`src/rtl/hilo_mul_ctrl.sv`:
```
// -----------------------------------------------------------------------------
// hilo_mul_ctrl
//
// Requester side of the Work/Done handshake with the iterative multiplier, and
// owner of the architectural HI/LO registers.
//
//   Clk        in   clock, rising edge
//   Reset      in   asynchronous, active-high; shared with the multiplier
//   Start      in   decode issues MULT/MULTU this cycle
//   StartSign  in   1 = MULT (signed), 0 = MULTU; sampled with Start
//   OpA, OpB   in   rs / rt operands; sampled with Start
//   MtHi, MtLo in   MTHI / MTLO requests, data on WData
//   ReadHiLo   in   MFHI / MFLO in decode this cycle
//   Hi, Lo     out  architectural HI / LO (registered)
//   Busy       out  multiply in flight (RUN or DRAIN)
//   Stall      out  hold the pipeline front end (combinational)
//   MA, MB     out  multiplier operands (registered, frozen while Busy)
//   Work       out  multiplier enable (registered)
//   Sign       out  multiplier signed mode (registered, frozen while Busy)
//   Done       in   multiplier completion
//   MOut       in   multiplier product, copied bit-exact into HI:LO
// -----------------------------------------------------------------------------
module hilo_mul_ctrl #(
    parameter int NBit = 32
) (
    input  logic              Clk,
    input  logic              Reset,
    input  logic              Start,
    input  logic              StartSign,
    input  logic [NBit-1:0]   OpA,
    input  logic [NBit-1:0]   OpB,
    input  logic              MtHi,
    input  logic              MtLo,
    input  logic [NBit-1:0]   WData,
    input  logic              ReadHiLo,
    output logic [NBit-1:0]   Hi,
    output logic [NBit-1:0]   Lo,
    output logic              Busy,
    output logic              Stall,
    output logic [NBit-1:0]   MA,
    output logic [NBit-1:0]   MB,
    output logic              Work,
    output logic              Sign,
    input  logic              Done,
    input  logic [2*NBit-1:0] MOut
);

    localparam logic [1:0] ST_IDLE  = 2'd0;
    localparam logic [1:0] ST_RUN   = 2'd1;
    localparam logic [1:0] ST_DRAIN = 2'd2;

    logic [1:0]      state_q, state_d;
    logic [NBit-1:0] hi_q, hi_d;
    logic [NBit-1:0] lo_q, lo_d;
    logic [NBit-1:0] ma_q, ma_d;
    logic [NBit-1:0] mb_q, mb_d;
    logic            work_q, work_d;
    logic            sign_q, sign_d;

    always_comb begin
        state_d = state_q;
        hi_d    = hi_q;
        lo_d    = lo_q;
        ma_d    = ma_q;
        mb_d    = mb_q;
        work_d  = work_q;
        sign_d  = sign_q;

        case (state_q)
            ST_IDLE: begin
                work_d = 1'b0;
                if (Start) begin
                    // A launch wins over a same-cycle MT request, which is dropped.
                    ma_d    = OpA;
                    mb_d    = OpB;
                    sign_d  = StartSign;
                    work_d  = 1'b1;
                    state_d = ST_RUN;
                end else begin
                    if (MtHi) hi_d = WData;
                    if (MtLo) lo_d = WData;
                end
            end
            ST_RUN: begin
                // Operands and Sign stay frozen; wait for Done with no timeout.
                if (Done) begin
                    hi_d    = MOut[2*NBit-1:NBit];
                    lo_d    = MOut[NBit-1:0];
                    work_d  = 1'b0;
                    state_d = ST_DRAIN;
                end
            end
            ST_DRAIN: begin
                // One Work-low cycle lets the multiplier clear Done; a Done
                // still seen here is stale and ignored.
                work_d  = 1'b0;
                state_d = ST_IDLE;
            end
            default: begin
                work_d  = 1'b0;
                state_d = ST_IDLE;
            end
        endcase
    end

    always_ff @(posedge Clk or posedge Reset) begin
        if (Reset) begin
            state_q <= ST_IDLE;
            hi_q    <= '0;
            lo_q    <= '0;
            ma_q    <= '0;
            mb_q    <= '0;
            work_q  <= 1'b0;
            sign_q  <= 1'b0;
        end else begin
            state_q <= state_d;
            hi_q    <= hi_d;
            lo_q    <= lo_d;
            ma_q    <= ma_d;
            mb_q    <= mb_d;
            work_q  <= work_d;
            sign_q  <= sign_d;
        end
    end

    assign Busy  = (state_q != ST_IDLE);
    // Requests seen while busy are not queued; the pipeline re-presents them.
    assign Stall = Busy & (Start | MtHi | MtLo | ReadHiLo);
    assign Hi    = hi_q;
    assign Lo    = lo_q;
    assign MA    = ma_q;
    assign MB    = mb_q;
    assign Work  = work_q;
    assign Sign  = sign_q;

endmodule

```
`config.mk`:
```
export PLATFORM = sky130hd
export DESIGN_NAME = hilo_mul_ctrl
export DESIGN_NICKNAME = d
export VERILOG_FILES = /design/src/rtl/hilo_mul_ctrl.sv
export SDC_FILE = /design/constraint.sdc
export NUM_CORES = 1
export LEC_CHECK = 0
export CORE_MARGIN = 3
export CORE_UTILIZATION = 41
export CTS_BUF_LIST = sky130_fd_sc_hd__clkbuf_8
export CTS_CLUSTER_SIZE = 10
export DETAILED_ROUTE_END_ITERATION = 8
export GPL_ROUTABILITY_DRIVEN = 1
export PLACE_DENSITY_LB_ADDON = 0.12
export SETUP_SLACK_MARGIN = 0.5
export SYNTH_ARGS = -nofsm -noshare
export SYNTH_HDL_FRONTEND = slang
export SYNTH_SLANG_ARGS = --single-unit
```
`constraint.sdc`:
```
create_clock -name Clk -period 4.8 [get_ports Clk]
set_input_delay 0.96 -clock Clk [delete_from_list [all_inputs] [get_ports Clk]]
set_output_delay 0.96 -clock Clk [all_outputs]
set_load 0.02 [all_outputs]
```
==> flow_metrics.tcl <==
set metrics [dict create \
    h-tree-depth 4 \
    grt_use_met2_pct 36.0 \
    clkTransAtPathRegs_ps 70 \
    power_density_nw_per_um2 617 \
    clk_latency_ps 430 \
    first_pass_iters 4 \
    reg2reg_depth 4 \
    wl_per_cell_um 18.8 \
    grt.total_usage_pct 20.7 \
    routabilityCongestion 0.783 \
    use_met3_pct 7.29 \
    design.die.area_um2 15900 \
    yosys_warnings 0 \
    worstSetupEndpoint "Stall" \
    required_ps 3840 \
    nFillCells 1055 \
    drv_cap 0 \
    hold_viol 0 \
    skew_ps 8.22 \
    p_int_mw 3.79 \
    grt_pass1_wl_mm 25.6 \
    vias 4150 \
    yosys.area.top_type "dfrtp_1" \
    r2r_start "state_q[0]$_DFFE_PP0P_" \
    setup_viol 0 \
    cts_setup_buffers 0 \
    grt_pass1_vias 4556 \
    rows 43 \
    coreArea_um2 14000 \
    syn_inst 363 \
    cts_buffers 17 \
    hold_ws_ps 490 \
    grt_busiest_layer "met2" \
    setup-tns-final_ps 0 \
    synth_nets 531 \
    routed_wl_mm 16.1 \
    antenna_found_initial 0 \
    synth_top_area_share_pct 55.7 \
    synth-seq-cells 132 \
    final_util_pct 67.6 \
    fin_crit_ps 3410 \
    diodes 0 \
    cts_hold_buf 0 \
    status "complete, no violations" \
    avgViaCountPerCell 4.82 \
    rrSetupSlack_ps 2060 \
    clock-sinks 132 \
    path_max_fanout 5 \
    pin_count 300 \
    rsz0062_at_grt "no" \
    critPathArrivalTime_ps 2450 \
    slew_headroom_pct 22.8 \
    area_delta_synth_final_pct 59.7 \
    grt_max_degree 67 \
    pwr-share-clk_pct 16.4 \
    drt_first_iter_violations 156 \
    worstReg2RegEnd "Hi[0]$_DFFE_PP0P_" \
    dp_hpwl_mm 12.4 \
    worstMarginPinSlew_ps 1160 \
    hold_path_class "reg2reg" \
    p_leak_nw 3.92 \
    p_total_mw 5.84 \
    ctsResizeCount 0 \
    p_sw_mw 2.05 \
    synth_area_leaders "dfrtp_1 56%, mux2_2 25%, mux2_4 9.6%" \
    die_x_um 126 \
    power_frac_seq_pct 32.6 \
    p_sw_share_pct 35.0 \
    netlist_area_um2 5930 \
    startpoint_type "input pin" \
    drive_gt1_share_pct 31.1 \
    ctsLongestPathBuffers 2 \
    syn_avg_cell_area_um2 16.3 \
    criticalPathCategory "in2out" \
    cts_tree "built" \
    initial_core_util_pct 42.4 \
    grt-ovfl-total 0 \
    report.final.slew_viol_count 0 \
    grt_use_met1_pct 23.1 \
    combPwrFrac_pct 51.0 \
    setup.worst_path.start "Start" \
    ys_seq_area_share_pct 55.7 \
    route.detailed.drc 0 \
    io_buffers 299 \
    min_period_over_period_pct 71.0 \
    nets 838 \
    end_kind "primary output" \
    drtAntennaViolNets 0 \
    cts-root-buf "clkbuf_8" \
    die_h_um 126 \
    vdd_drop_max_mv 0.329 \
    fmax_mhz 293 \
    ys_types 16 \
]
cell families after synthesis:
kind of cell	share of synthesized area (%)
simple gates	0.929
mux	39.1
flops	55.7
buf+inv	3.23
compound gates	1.01
per-stage QoR:
step	cell area, um2	instances	setup WS [ps]
floorplan	5930	363	2200
global placement	9060	831	1360
detailed placement	9060	831	1380
CTS	9460	861	1370
global route	9460	861	1310
finish	9460	861	1390
flip-flops by register name (all words and copies together), names as in the netlist:
signal   cells
Lo          32
MA          32
MB          32
Work         1
Hi          32
state_q      2
Sign         1
worst min path at each step:
| stage | startpoint | end | cells after the start |
|---|---|---|---|
| floorplan | Hi[14]$_DFFE_PP0P_ | Hi[14]$_DFFE_PP0P_ | 1 |
| global placement | MA[18]$_DFFE_PP0P_ | MA[18]$_DFFE_PP0P_ | 1 |
| detailed placement | MA[31]$_DFFE_PP0P_ | MA[31]$_DFFE_PP0P_ | 1 |
| CTS | MA[31]$_DFFE_PP0P_ | MA[31]$_DFFE_PP0P_ | 1 |
| global route | MA[31]$_DFFE_PP0P_ | MA[31]$_DFFE_PP0P_ | 1 |
| finish | MA[31]$_DFFE_PP0P_ | MA[31]$_DFFE_PP0P_ | 1 |
synth_stat cells:
| cell | n |
|---|---|
| inv_1 | 6 |
| nand3b_1 | 1 |
| nand3b_2 | 1 |
| nor2b_2 | 1 |
| mux2_4 | 38 |
| nor4_1 | 1 |
| o21ai_0 | 1 |
| buf_6 | 11 |
| buf_2 | 9 |
| nand2_1 | 2 |
| o41ai_4 | 2 |
| and2_1 | 1 |
| mux2_1 | 25 |
| mux2_2 | 130 |
| nor2_1 | 2 |
| dfrtp_1 | 132 |
worst max-delay path, cell delays in order:
cell and delay, ps:
clkdlybuf4s50_1 560, nor4_1 320, nor2_1 70, clkdlybuf4s50_1 540
placed cells by master (no fill, tap or decap):
master	n
buf_4	8
mux2_4	38
mux2_2	130
nor2b_4	1
clkbuf_8	19
clkinvlp_4	4
mux2_1	25
inv_1	6
dfrtp_1	132
bufinv_16	3
nor4_1	1
clkdlybuf4s50_1	299
nand2_1	2
and2_2	1
nor2_1	2
o41ai_4	2
o21ai_0	1
clkinv_2	4
nand3b_1	1
nand3b_2	1
buf_12	1
layout make-up:
cell class / instances / area (um2) / share of cell area (%)
well taps: 180 / 225 / 2.38
clock buffers: 19 / 262 / 2.76
flip-flops and latches: 132 / 3300 / 34.9
clock inverters: 11 / 136 / 1.44
repair buffers: 308 / 3070 / 32.5
multi-input cells: 205 / 2440 / 25.8
inverters: 6 / 26.3 / 0.278
power by group through the flow:
stage	sequential, mW	combinational (mW)	clock (mW)
after floorplan	2.55	0.950	0
after global placement	1.89	2.98	0
after detailed placement	1.92	3.03	0
after CTS	1.91	3.03	0.984
after global routing	1.98	3.14	1.04
final	1.90	2.98	0.957
routing by layer:
layer  wire length [um]  vias up
met5                  0        -
met4                482        0
met3               1270       34
met2               8460      177
met1               5930     2029
li1                   -     1910
(Power assumes the default switching activity.)
